--- src/rtl/zynq_axil_fifo_bridge_if.sv ---
// AXI4-Lite bus between the PS-side master and the FIFO bridge slave.
interface zynq_axil_fifo_bridge_if #(
  parameter int addr_width_p = 10
) ();
  logic [addr_width_p-1:0] awaddr;
  logic [2:0]              awprot;
  logic                    awvalid;
  logic                    awready;
  logic [31:0]             wdata;
  logic [3:0]              wstrb;
  logic                    wvalid;
  logic                    wready;
  logic [1:0]              bresp;
  logic                    bvalid;
  logic                    bready;
  logic [addr_width_p-1:0] araddr;
  logic [2:0]              arprot;
  logic                    arvalid;
  logic                    arready;
  logic [31:0]             rdata;
  logic [1:0]              rresp;
  logic                    rvalid;
  logic                    rready;

  modport master (
    output awaddr, awprot, awvalid, wdata, wstrb, wvalid, bready,
    output araddr, arprot, arvalid, rready,
    input  awready, wready, bresp, bvalid, arready, rdata, rresp, rvalid
  );

  modport slave (
    input  awaddr, awprot, awvalid, wdata, wstrb, wvalid, bready,
    input  araddr, arprot, arvalid, rready,
    output awready, wready, bresp, bvalid, arready, rdata, rresp, rvalid
  );
endinterface

--- src/rtl/zynq_axil_fifo_bridge.sv ---
// AXI4-Lite slave that turns register accesses into PS->PL / PL->PS word streams,
// with a scratch register, occupancy CSRs and a sticky RW1C error register.

module zynq_axil_fifo_bridge_fifo #(
  parameter int width_p = 32,
  parameter int els_p   = 16,
  localparam int ptr_w_lp = $clog2(els_p),
  localparam int cnt_w_lp = ptr_w_lp + 1
) (
  input  logic                aclk,
  input  logic                aresetn,
  input  logic                push_i,
  input  logic [width_p-1:0]  data_i,
  input  logic                pop_i,
  output logic [width_p-1:0]  data_o,
  output logic                empty_o,
  output logic                full_o,
  output logic [cnt_w_lp-1:0] count_o
);
  localparam logic [cnt_w_lp-1:0] els_lp = cnt_w_lp'(els_p);

  logic [width_p-1:0]  mem_q [els_p];
  logic [ptr_w_lp-1:0] wr_ptr_q, wr_ptr_d;
  logic [ptr_w_lp-1:0] rd_ptr_q, rd_ptr_d;
  logic [cnt_w_lp-1:0] count_q, count_d;

  // Pointer/count update; the caller never pops when empty nor pushes when full without a pop.
  always_comb begin
    wr_ptr_d = wr_ptr_q;
    rd_ptr_d = rd_ptr_q;
    count_d  = count_q;
    if (push_i) begin
      wr_ptr_d = wr_ptr_q + ptr_w_lp'(1);
    end else begin
      wr_ptr_d = wr_ptr_q;
    end
    if (pop_i) begin
      rd_ptr_d = rd_ptr_q + ptr_w_lp'(1);
    end else begin
      rd_ptr_d = rd_ptr_q;
    end
    case ({push_i, pop_i})
      2'b10:   count_d = count_q + cnt_w_lp'(1);
      2'b01:   count_d = count_q - cnt_w_lp'(1);
      default: count_d = count_q;
    endcase
  end

  // Pointer and occupancy registers.
  always_ff @(posedge aclk or negedge aresetn) begin
    if (!aresetn) begin
      wr_ptr_q <= '0;
      rd_ptr_q <= '0;
      count_q  <= '0;
    end else begin
      wr_ptr_q <= wr_ptr_d;
      rd_ptr_q <= rd_ptr_d;
      count_q  <= count_d;
    end
  end

  // Storage array.
  always_ff @(posedge aclk) begin
    if (push_i) begin
      mem_q[wr_ptr_q] <= data_i;
    end
  end

  assign data_o  = mem_q[rd_ptr_q];
  assign empty_o = (count_q == '0);
  assign full_o  = (count_q == els_lp);
  assign count_o = count_q;
endmodule

module zynq_axil_fifo_bridge #(
  parameter int addr_width_p = 10,
  parameter int data_width_p = 32,
  parameter int fifo_els_p   = 16
) (
  input  logic                    aclk,
  input  logic                    aresetn,
  zynq_axil_fifo_bridge_if.slave  s00,
  output logic [data_width_p-1:0] ps2pl_data_o,
  output logic                    ps2pl_v_o,
  input  logic                    ps2pl_ready_i,
  input  logic [data_width_p-1:0] pl2ps_data_i,
  input  logic                    pl2ps_v_i,
  output logic                    pl2ps_ready_o
);
  localparam int cnt_w_lp = $clog2(fifo_els_p) + 1;
  localparam int idx_w_lp = addr_width_p - 2;
  localparam logic [idx_w_lp-1:0] map_end_lp  = idx_w_lp'(6);
  localparam logic [cnt_w_lp-1:0] els_lp      = cnt_w_lp'(fifo_els_p);
  localparam logic [1:0] resp_okay_lp   = 2'b00;
  localparam logic [1:0] resp_slverr_lp = 2'b10;
  localparam logic [3:0] reg_scratch_lp = 4'd0;
  localparam logic [3:0] reg_free_lp    = 4'd1;
  localparam logic [3:0] reg_occ_lp     = 4'd2;
  localparam logic [3:0] reg_pop_lp     = 4'd4;
  localparam logic [3:0] reg_push_lp    = 4'd3;
  localparam logic [3:0] reg_err_lp     = 4'd5;

  logic                    out_en_q, out_en_d;
  logic                    aw_held_q, aw_held_d;
  logic [addr_width_p-1:0] aw_addr_q, aw_addr_d;
  logic                    w_held_q, w_held_d;
  logic [31:0]             w_data_q, w_data_d;
  logic [3:0]              w_strb_q, w_strb_d;
  logic                    bvalid_q, bvalid_d;
  logic [1:0]              bresp_q, bresp_d;
  logic                    rvalid_q, rvalid_d;
  logic [31:0]             rdata_q, rdata_d;
  logic [1:0]              rresp_q, rresp_d;
  logic [31:0]             scratch_q, scratch_d;
  logic [3:0]              err_q, err_d;

  logic                    aw_hs_s, w_hs_s, ar_hs_s, wr_exec_s;
  logic                    wr_mapped_s, rd_mapped_s;
  logic [3:0]              wr_idx_s, rd_idx_s;
  logic [3:0]              err_set_wr_s, err_set_rd_s, err_clr_s;
  logic                    ps2pl_push_s, ps2pl_pop_s, ps2pl_empty_s, ps2pl_full_s;
  logic                    pl2ps_push_s, pl2ps_pop_s, pl2ps_empty_s, pl2ps_full_s;
  logic [cnt_w_lp-1:0]     ps2pl_count_s, pl2ps_count_s, ps2pl_free_s;
  logic [31:0]             pl2ps_head_s;
  logic                    unused_s;

  assign s00.awready = out_en_q & ~aw_held_q & ~bvalid_q;
  assign s00.wready  = out_en_q & ~w_held_q & ~bvalid_q;
  assign s00.arready = out_en_q & ~rvalid_q;
  assign s00.bvalid  = bvalid_q;
  assign s00.bresp   = bresp_q;
  assign s00.rvalid  = rvalid_q;
  assign s00.rdata   = rdata_q;
  assign s00.rresp   = rresp_q;

  assign aw_hs_s     = s00.awvalid & s00.awready;
  assign w_hs_s      = s00.wvalid & s00.wready;
  assign ar_hs_s     = s00.arvalid & s00.arready;
  assign wr_exec_s   = aw_held_q & w_held_q & ~bvalid_q;
  // Full-address range check so aliases above 0x17 decode as unmapped.
  assign wr_mapped_s = (aw_addr_q[addr_width_p-1:2] < map_end_lp);
  assign rd_mapped_s = (s00.araddr[addr_width_p-1:2] < map_end_lp);
  assign wr_idx_s    = aw_addr_q[5:2];
  assign rd_idx_s    = s00.araddr[5:2];

  assign ps2pl_v_o     = ~ps2pl_empty_s;
  assign ps2pl_pop_s   = ps2pl_v_o & ps2pl_ready_i;
  assign pl2ps_ready_o = out_en_q & ~pl2ps_full_s;
  assign pl2ps_push_s  = pl2ps_v_i & pl2ps_ready_o;
  assign ps2pl_free_s  = els_lp - ps2pl_count_s;
  assign unused_s      = ^{s00.awprot, s00.arprot, aw_addr_q[1:0], s00.araddr[1:0]};

  // Write path: independent AW/W capture, execution once both are held, B handshake.
  always_comb begin
    out_en_d     = 1'b1;
    aw_held_d    = aw_held_q;
    aw_addr_d    = aw_addr_q;
    w_held_d     = w_held_q;
    w_data_d     = w_data_q;
    w_strb_d     = w_strb_q;
    bvalid_d     = bvalid_q;
    bresp_d      = bresp_q;
    scratch_d    = scratch_q;
    err_set_wr_s = 4'b0000;
    err_clr_s    = 4'b0000;
    ps2pl_push_s = 1'b0;

    if (aw_hs_s) begin
      aw_held_d = 1'b1;
      aw_addr_d = s00.awaddr;
    end else if (wr_exec_s) begin
      aw_held_d = 1'b0;
    end else begin
      aw_held_d = aw_held_q;
    end

    if (w_hs_s) begin
      w_held_d = 1'b1;
      w_data_d = s00.wdata;
      w_strb_d = s00.wstrb;
    end else if (wr_exec_s) begin
      w_held_d = 1'b0;
    end else begin
      w_held_d = w_held_q;
    end

    if (wr_exec_s) begin
      bvalid_d = 1'b1;
      bresp_d  = resp_okay_lp;
      if (!wr_mapped_s) begin
        bresp_d         = resp_slverr_lp;
        err_set_wr_s[3] = 1'b1;
      end else begin
        case (wr_idx_s)
          reg_scratch_lp: begin
            for (int i = 0; i < 4; i++) begin
              if (w_strb_q[i]) begin
                scratch_d[8*i +: 8] = w_data_q[8*i +: 8];
              end else begin
                scratch_d[8*i +: 8] = scratch_q[8*i +: 8];
              end
            end
          end
          reg_push_lp: begin
            // Fullness is judged on the registered count, before any same-cycle pop.
            if (w_strb_q != 4'hF) begin
              bresp_d         = resp_slverr_lp;
              err_set_wr_s[2] = 1'b1;
            end else if (ps2pl_full_s) begin
              bresp_d         = resp_slverr_lp;
              err_set_wr_s[0] = 1'b1;
            end else begin
              ps2pl_push_s = 1'b1;
            end
          end
          reg_err_lp: err_clr_s = w_data_q[3:0];
          default: begin
            bresp_d         = resp_slverr_lp;
            err_set_wr_s[3] = 1'b1;
          end
        endcase
      end
    end else if (bvalid_q && s00.bready) begin
      bvalid_d = 1'b0;
    end else begin
      bvalid_d = bvalid_q;
    end
  end

  // Read path: decode and capture at AR acceptance, hold until R handshake.
  always_comb begin
    rvalid_d     = rvalid_q;
    rdata_d      = rdata_q;
    rresp_d      = rresp_q;
    err_set_rd_s = 4'b0000;
    pl2ps_pop_s  = 1'b0;

    if (ar_hs_s) begin
      rvalid_d = 1'b1;
      rdata_d  = 32'h0000_0000;
      rresp_d  = resp_okay_lp;
      if (!rd_mapped_s) begin
        rresp_d         = resp_slverr_lp;
        err_set_rd_s[3] = 1'b1;
      end else begin
        case (rd_idx_s)
          reg_scratch_lp: rdata_d = scratch_q;
          reg_free_lp:    rdata_d = {{(32-cnt_w_lp){1'b0}}, ps2pl_free_s};
          reg_occ_lp:     rdata_d = {{(32-cnt_w_lp){1'b0}}, pl2ps_count_s};
          reg_pop_lp: begin
            if (pl2ps_empty_s) begin
              rresp_d         = resp_slverr_lp;
              err_set_rd_s[1] = 1'b1;
            end else begin
              rdata_d     = pl2ps_head_s;
              pl2ps_pop_s = 1'b1;
            end
          end
          reg_err_lp: rdata_d = {28'h000_0000, err_q};
          default: begin
            rresp_d         = resp_slverr_lp;
            err_set_rd_s[3] = 1'b1;
          end
        endcase
      end
    end else if (rvalid_q && s00.rready) begin
      rvalid_d = 1'b0;
    end else begin
      rvalid_d = rvalid_q;
    end
  end

  // Sticky error bits: a same-cycle set overrides the RW1C clear.
  always_comb begin
    err_d = (err_q & ~err_clr_s) | err_set_wr_s | err_set_rd_s;
  end

  // Bridge state registers.
  always_ff @(posedge aclk or negedge aresetn) begin
    if (!aresetn) begin
      out_en_q  <= 1'b0;
      aw_held_q <= 1'b0;
      aw_addr_q <= '0;
      w_held_q  <= 1'b0;
      w_data_q  <= 32'h0000_0000;
      w_strb_q  <= 4'h0;
      bvalid_q  <= 1'b0;
      bresp_q   <= 2'b00;
      rvalid_q  <= 1'b0;
      rdata_q   <= 32'h0000_0000;
      rresp_q   <= 2'b00;
      scratch_q <= 32'h0000_0000;
      err_q     <= 4'h0;
    end else begin
      out_en_q  <= out_en_d;
      aw_held_q <= aw_held_d;
      aw_addr_q <= aw_addr_d;
      w_held_q  <= w_held_d;
      w_data_q  <= w_data_d;
      w_strb_q  <= w_strb_d;
      bvalid_q  <= bvalid_d;
      bresp_q   <= bresp_d;
      rvalid_q  <= rvalid_d;
      rdata_q   <= rdata_d;
      rresp_q   <= rresp_d;
      scratch_q <= scratch_d;
      err_q     <= err_d;
    end
  end

  zynq_axil_fifo_bridge_fifo #(.width_p(32), .els_p(fifo_els_p)) ps2pl_fifo (
    .aclk    (aclk),
    .aresetn (aresetn),
    .push_i  (ps2pl_push_s),
    .data_i  (w_data_q),
    .pop_i   (ps2pl_pop_s),
    .data_o  (ps2pl_data_o),
    .empty_o (ps2pl_empty_s),
    .full_o  (ps2pl_full_s),
    .count_o (ps2pl_count_s)
  );

  zynq_axil_fifo_bridge_fifo #(.width_p(32), .els_p(fifo_els_p)) pl2ps_fifo (
    .aclk    (aclk),
    .aresetn (aresetn),
    .push_i  (pl2ps_push_s),
    .data_i  (pl2ps_data_i),
    .pop_i   (pl2ps_pop_s),
    .data_o  (pl2ps_head_s),
    .empty_o (pl2ps_empty_s),
    .full_o  (pl2ps_full_s),
    .count_o (pl2ps_count_s)
  );
endmodule

--- src/flat_wrapper.sv ---
// flat-port wrapper written by rule: the top's interface ports become plain ports
module zynq_axil_fifo_bridge_flat 
#(
  parameter int addr_width_p = 10,
  parameter int data_width_p = 32,
  parameter int fifo_els_p   = 16
)
  (aclk, aresetn, ps2pl_data_o, ps2pl_v_o, ps2pl_ready_i, pl2ps_data_i, pl2ps_v_i, pl2ps_ready_o, s00_awaddr, s00_awprot, s00_awvalid, s00_wdata, s00_wstrb, s00_wvalid, s00_bready, s00_araddr, s00_arprot, s00_arvalid, s00_rready, s00_awready, s00_wready, s00_bresp, s00_bvalid, s00_arready, s00_rdata, s00_rresp, s00_rvalid);
  zynq_axil_fifo_bridge_if #(.addr_width_p(addr_width_p)) s00_i ();
  input  logic aclk;
  input  logic aresetn;
  output logic [data_width_p-1:0] ps2pl_data_o;
  output logic ps2pl_v_o;
  input  logic ps2pl_ready_i;
  input  logic [data_width_p-1:0] pl2ps_data_i;
  input  logic pl2ps_v_i;
  output logic pl2ps_ready_o;
  input wire logic [$bits(s00_i.awaddr)-1:0] s00_awaddr;
  input wire logic [$bits(s00_i.awprot)-1:0] s00_awprot;
  input wire logic [$bits(s00_i.awvalid)-1:0] s00_awvalid;
  input wire logic [$bits(s00_i.wdata)-1:0] s00_wdata;
  input wire logic [$bits(s00_i.wstrb)-1:0] s00_wstrb;
  input wire logic [$bits(s00_i.wvalid)-1:0] s00_wvalid;
  input wire logic [$bits(s00_i.bready)-1:0] s00_bready;
  input wire logic [$bits(s00_i.araddr)-1:0] s00_araddr;
  input wire logic [$bits(s00_i.arprot)-1:0] s00_arprot;
  input wire logic [$bits(s00_i.arvalid)-1:0] s00_arvalid;
  input wire logic [$bits(s00_i.rready)-1:0] s00_rready;
  output wire logic [$bits(s00_i.awready)-1:0] s00_awready;
  output wire logic [$bits(s00_i.wready)-1:0] s00_wready;
  output wire logic [$bits(s00_i.bresp)-1:0] s00_bresp;
  output wire logic [$bits(s00_i.bvalid)-1:0] s00_bvalid;
  output wire logic [$bits(s00_i.arready)-1:0] s00_arready;
  output wire logic [$bits(s00_i.rdata)-1:0] s00_rdata;
  output wire logic [$bits(s00_i.rresp)-1:0] s00_rresp;
  output wire logic [$bits(s00_i.rvalid)-1:0] s00_rvalid;
  assign s00_i.awaddr = s00_awaddr;
  assign s00_i.awprot = s00_awprot;
  assign s00_i.awvalid = s00_awvalid;
  assign s00_i.wdata = s00_wdata;
  assign s00_i.wstrb = s00_wstrb;
  assign s00_i.wvalid = s00_wvalid;
  assign s00_i.bready = s00_bready;
  assign s00_i.araddr = s00_araddr;
  assign s00_i.arprot = s00_arprot;
  assign s00_i.arvalid = s00_arvalid;
  assign s00_i.rready = s00_rready;
  assign s00_awready = s00_i.awready;
  assign s00_wready = s00_i.wready;
  assign s00_bresp = s00_i.bresp;
  assign s00_bvalid = s00_i.bvalid;
  assign s00_arready = s00_i.arready;
  assign s00_rdata = s00_i.rdata;
  assign s00_rresp = s00_i.rresp;
  assign s00_rvalid = s00_i.rvalid;
  zynq_axil_fifo_bridge #(.addr_width_p(addr_width_p), .data_width_p(data_width_p), .fifo_els_p(fifo_els_p)) u_core (.aclk(aclk), .aresetn(aresetn), .s00(s00_i), .ps2pl_data_o(ps2pl_data_o), .ps2pl_v_o(ps2pl_v_o), .ps2pl_ready_i(ps2pl_ready_i), .pl2ps_data_i(pl2ps_data_i), .pl2ps_v_i(pl2ps_v_i), .pl2ps_ready_o(pl2ps_ready_o));
endmodule
--- config.mk ---
export PLATFORM = sky130hd
export DESIGN_NAME = zynq_axil_fifo_bridge_flat
export DESIGN_NICKNAME = d
export VERILOG_FILES = /design/src/rtl/zynq_axil_fifo_bridge_if.sv /design/src/rtl/zynq_axil_fifo_bridge.sv /design/src/flat_wrapper.sv
export SDC_FILE = /design/constraint.sdc
export NUM_CORES = 1
export LEC_CHECK = 0
export CAP_MARGIN = 20
export CORE_MARGIN = 2
export CORE_UTILIZATION = 60
export DETAILED_ROUTE_END_ITERATION = 10
export HOLD_SLACK_MARGIN = 0.03
export PLACE_DENSITY_LB_ADDON = 0.3
export SLEW_MARGIN = 15
export SYNTH_ARGS = -nofsm -noshare
export SYNTH_HDL_FRONTEND = slang
export SYNTH_SLANG_ARGS = --single-unit
--- constraint.sdc ---
create_clock -name aclk -period 7.3 [get_ports aclk]
set_input_delay 1.46 -clock aclk [delete_from_list [all_inputs] [get_ports aclk]]
set_output_delay 1.46 -clock aclk [all_outputs]
set_load 0.05 [all_outputs]
==> flow_metrics.tcl <==
set metrics [dict create \
    dp.final_hpwl_um 54700 \
    slew_violations 0 \
    critPathArrivalTime_ns 3.95 \
    ios 178 \
    required_ns 5.84 \
    drtIter0Drc 2268 \
    tritoncts "done" \
    synthArstFlopShare 0.124 \
    gp_congestion 0.803 \
    hp-class "reg -> reg" \
    p_total_w 0.0181 \
    grtUsageMet2 0.457 \
    vias 21600 \
    nets 2380 \
    yosysWarnings 0 \
    crit_slowest_cell "dfrtp_4" \
    drtAntennaViolNets 0 \
    grt_util_met1 0.352 \
    synthFlopType "edfxtp_1" \
    wl_um 100000 \
    routedWlPerCell_um 30.2 \
    tightest_slew_ns 1.17 \
    synthTopCellsByCount "edfxtp_1, mux4_2, dfrtp_1, mux2_2, buf_2" \
    drive_gt1_frac 0.290 \
    area_growth_pct 15.3 \
    fin_cells 3323 \
    top_usage_layer "met2" \
    synthCells 2022 \
    port_buffers 165 \
    ys_ff_latch 1169 \
    ctsResizeCount 0 \
    fin_crit_sh 0.741 \
    rsz0062_at_grt "no" \
    hold_buffers 0 \
    grt_max_degree 99 \
    crit_type "reg -> out" \
    clock.fmax_mhz 185 \
    cpMostUsedCell "mux4_2" \
    dp.cells 3111 \
    post-cts-setup-buffer-count 0 \
    tns_ns 0 \
    power_density_nw_per_um2 348 \
    drc 0 \
    post-place-ws_ns 2.41 \
    min_period_ns 5.41 \
    first_pass_iters 7 \
    synthesis.area_um2 45100 \
    status "finished clean" \
    dieArea_um2 77300 \
    floorplan.initialDensity 0.605 \
    antenna_found_initial 7 \
    synth_edf_count 1024 \
    num_rows 100 \
    setup_viol 0 \
    core_area_um2 74400 \
    ys_seq_area_frac 0.763 \
    ir_worst_vdd_mv 0.213 \
    synth_top_area_frac 0.682 \
    use_met3 0.0426 \
    insertion_delay_ns 0.68 \
    leakage_nw 16.9 \
    ys_top_cells_by_area "edfxtp_1, mux4_2, dfrtp_1" \
    die_y_um 278 \
    cap_violations 0 \
    whs_ns 0.498 \
    critPathTopFamily "buffers and inverters" \
    clk_pin_slew_ns 0.06 \
    die_width_um 278 \
    relSlewSlack 0.221 \
    grt_pass1_wl_um 149000 \
    cp_max_fo 62 \
    htreeDepth 3 \
    cp-end-kind "output port" \
    viasPerCell 6.51 \
    grt_pass1_vias 22800 \
    cts_sinks 1169 \
    cts_buffers 111 \
    clockBufferDepth 3 \
    startpoint_type "register" \
    max_stage_delay_ns 0.79 \
    synth.most_common_cell "edfxtp_1" \
    hold_viol 0 \
    clockRootBuffer "clkbuf_16" \
    crit_path_cell_trace "buf_12 -> mux4_2 -> mux4_2 -> clkdlybuf4s50_1" \
    gr-total-overflow 0 \
    finClkSkew_ns 0.0218 \
    layout_setup_ws_ns 1.89 \
    synth.distinct_cells 60 \
    grt_usage 0.266 \
    synth_top_cell_by_area "edfxtp_1" \
    synth_area_per_cell_um2 22.3 \
    path_buf_inv 2 \
]
[final timing paths]
kind	start	end	slack, ns	depth (start not counted)
worst max register to register	u_core.ps2pl_fifo.count_o[1]	u_core.ps2pl_fifo.count_o[4]	3.35	14
max in group asynchronous	aresetn	u_core.w_data_q[26]	4.91	2
worst min register to register	u_core.s00.rdata[1]	u_core.s00.rdata[1]	0.50	1
worst min-delay path	u_core.s00.rdata[1]	u_core.s00.rdata[1]	0.50	1
min in group asynchronous	aresetn	u_core.pl2ps_fifo.wr_ptr_q[1]	0.88	1
worst max-delay path	u_core.ps2pl_fifo.rd_ptr_q[0]	ps2pl_data_o[23]	1.89	4
[metrics by stage]
| stage | util | cell area, um^2 |
|---|---|---|
| final | 0.698 | 52000 |
| after global routing | 0.698 | 52000 |
| after global placement | 0.647 | 48200 |
| after CTS | 0.698 | 52000 |
| after detailed placement | 0.648 | 48200 |
| after floorplan | - | 45100 |
[report_power, final]
group	total (W)	switching, W	internal, W	leakage, nW
clock network	0.00585	0.00245	0.00340	1.84
registers	0.00889	0.000854	0.00804	11.1
logic	0.00338	0.00180	0.00158	3.98
total	0.0181	0.00510	0.0130	16.9
[registers in the layout (all words and copies together) (netlist names), 5 cells and up]
name                       cells
u_core.pl2ps_fifo.count_o      5
u_core.w_data_q               32
u_core.scratch_q              32
u_core.s00.rdata              32
u_core.ps2pl_fifo.mem_q      512
u_core.aw_addr_q               8
u_core.ps2pl_fifo.count_o      5
u_core.pl2ps_fifo.mem_q      512
[worst register-to-register path: stages, from the launching register on]
cell and delay, ns:
dfrtp_1 0.52, inv_1 0.09, ha_1 0.22, nor3b_1 0.16, ha_1 0.25, nor2_1 0.27, nand2_1 0.47, ha_1 0.53
xor2_1 0.20, ha_1 0.23, a21boi_0 0.23, o221ai_1 0.20, a21o_1 0.22, a21oi_1 0.17, xnor2_1 0.14
[cell type report]
type | count | area, um^2
flip-flops and latches | 1169 | 34400
clock inverters | 55 | 591
multi-input cells | 724 | 10400
fillers | 4291 | 22500
clock buffers | 155 | 3180
diodes | 2 | 5.00
well taps | 969 | 1210
repair buffers | 223 | 2150
inverters | 26 | 97.6
[metal layers]
metal | wire, um | vias up
li1 | - | 8933
met3 | 7030 | 203
met1 | 37500 | 11500
met4 | 3050 | 8
met5 | 57 | -
met2 | 52900 | 1001
[cells by family (layout without fill, tap and decap cells)]
family,Yosys count,after routing,synth area share
adders and majority gates,22,22,0.00627
AOI/OAI and AO/OA,111,111,0.0173
other,2,5,0.000167
muxes,433,433,0.180
xor gates and xnor gates,24,24,0.00466
and+or+nand+nor,131,131,0.0169
buffers and inverters,130,459,0.0124
DFF,1169,1169,0.763
[placed cells by master (no fill, tap or decap), types with 32 or more instances in the layout]
master / count
edfxtp_1: 1024
mux4_2: 290
clkdlybuf4s50_1: 164
dfrtp_1: 138
clkbuf_16: 113
mux2_2: 106
buf_4: 54
o21ai_0: 40
mux2i_1: 37
nand2_1: 32
Power figures use the tool's default switching activity.
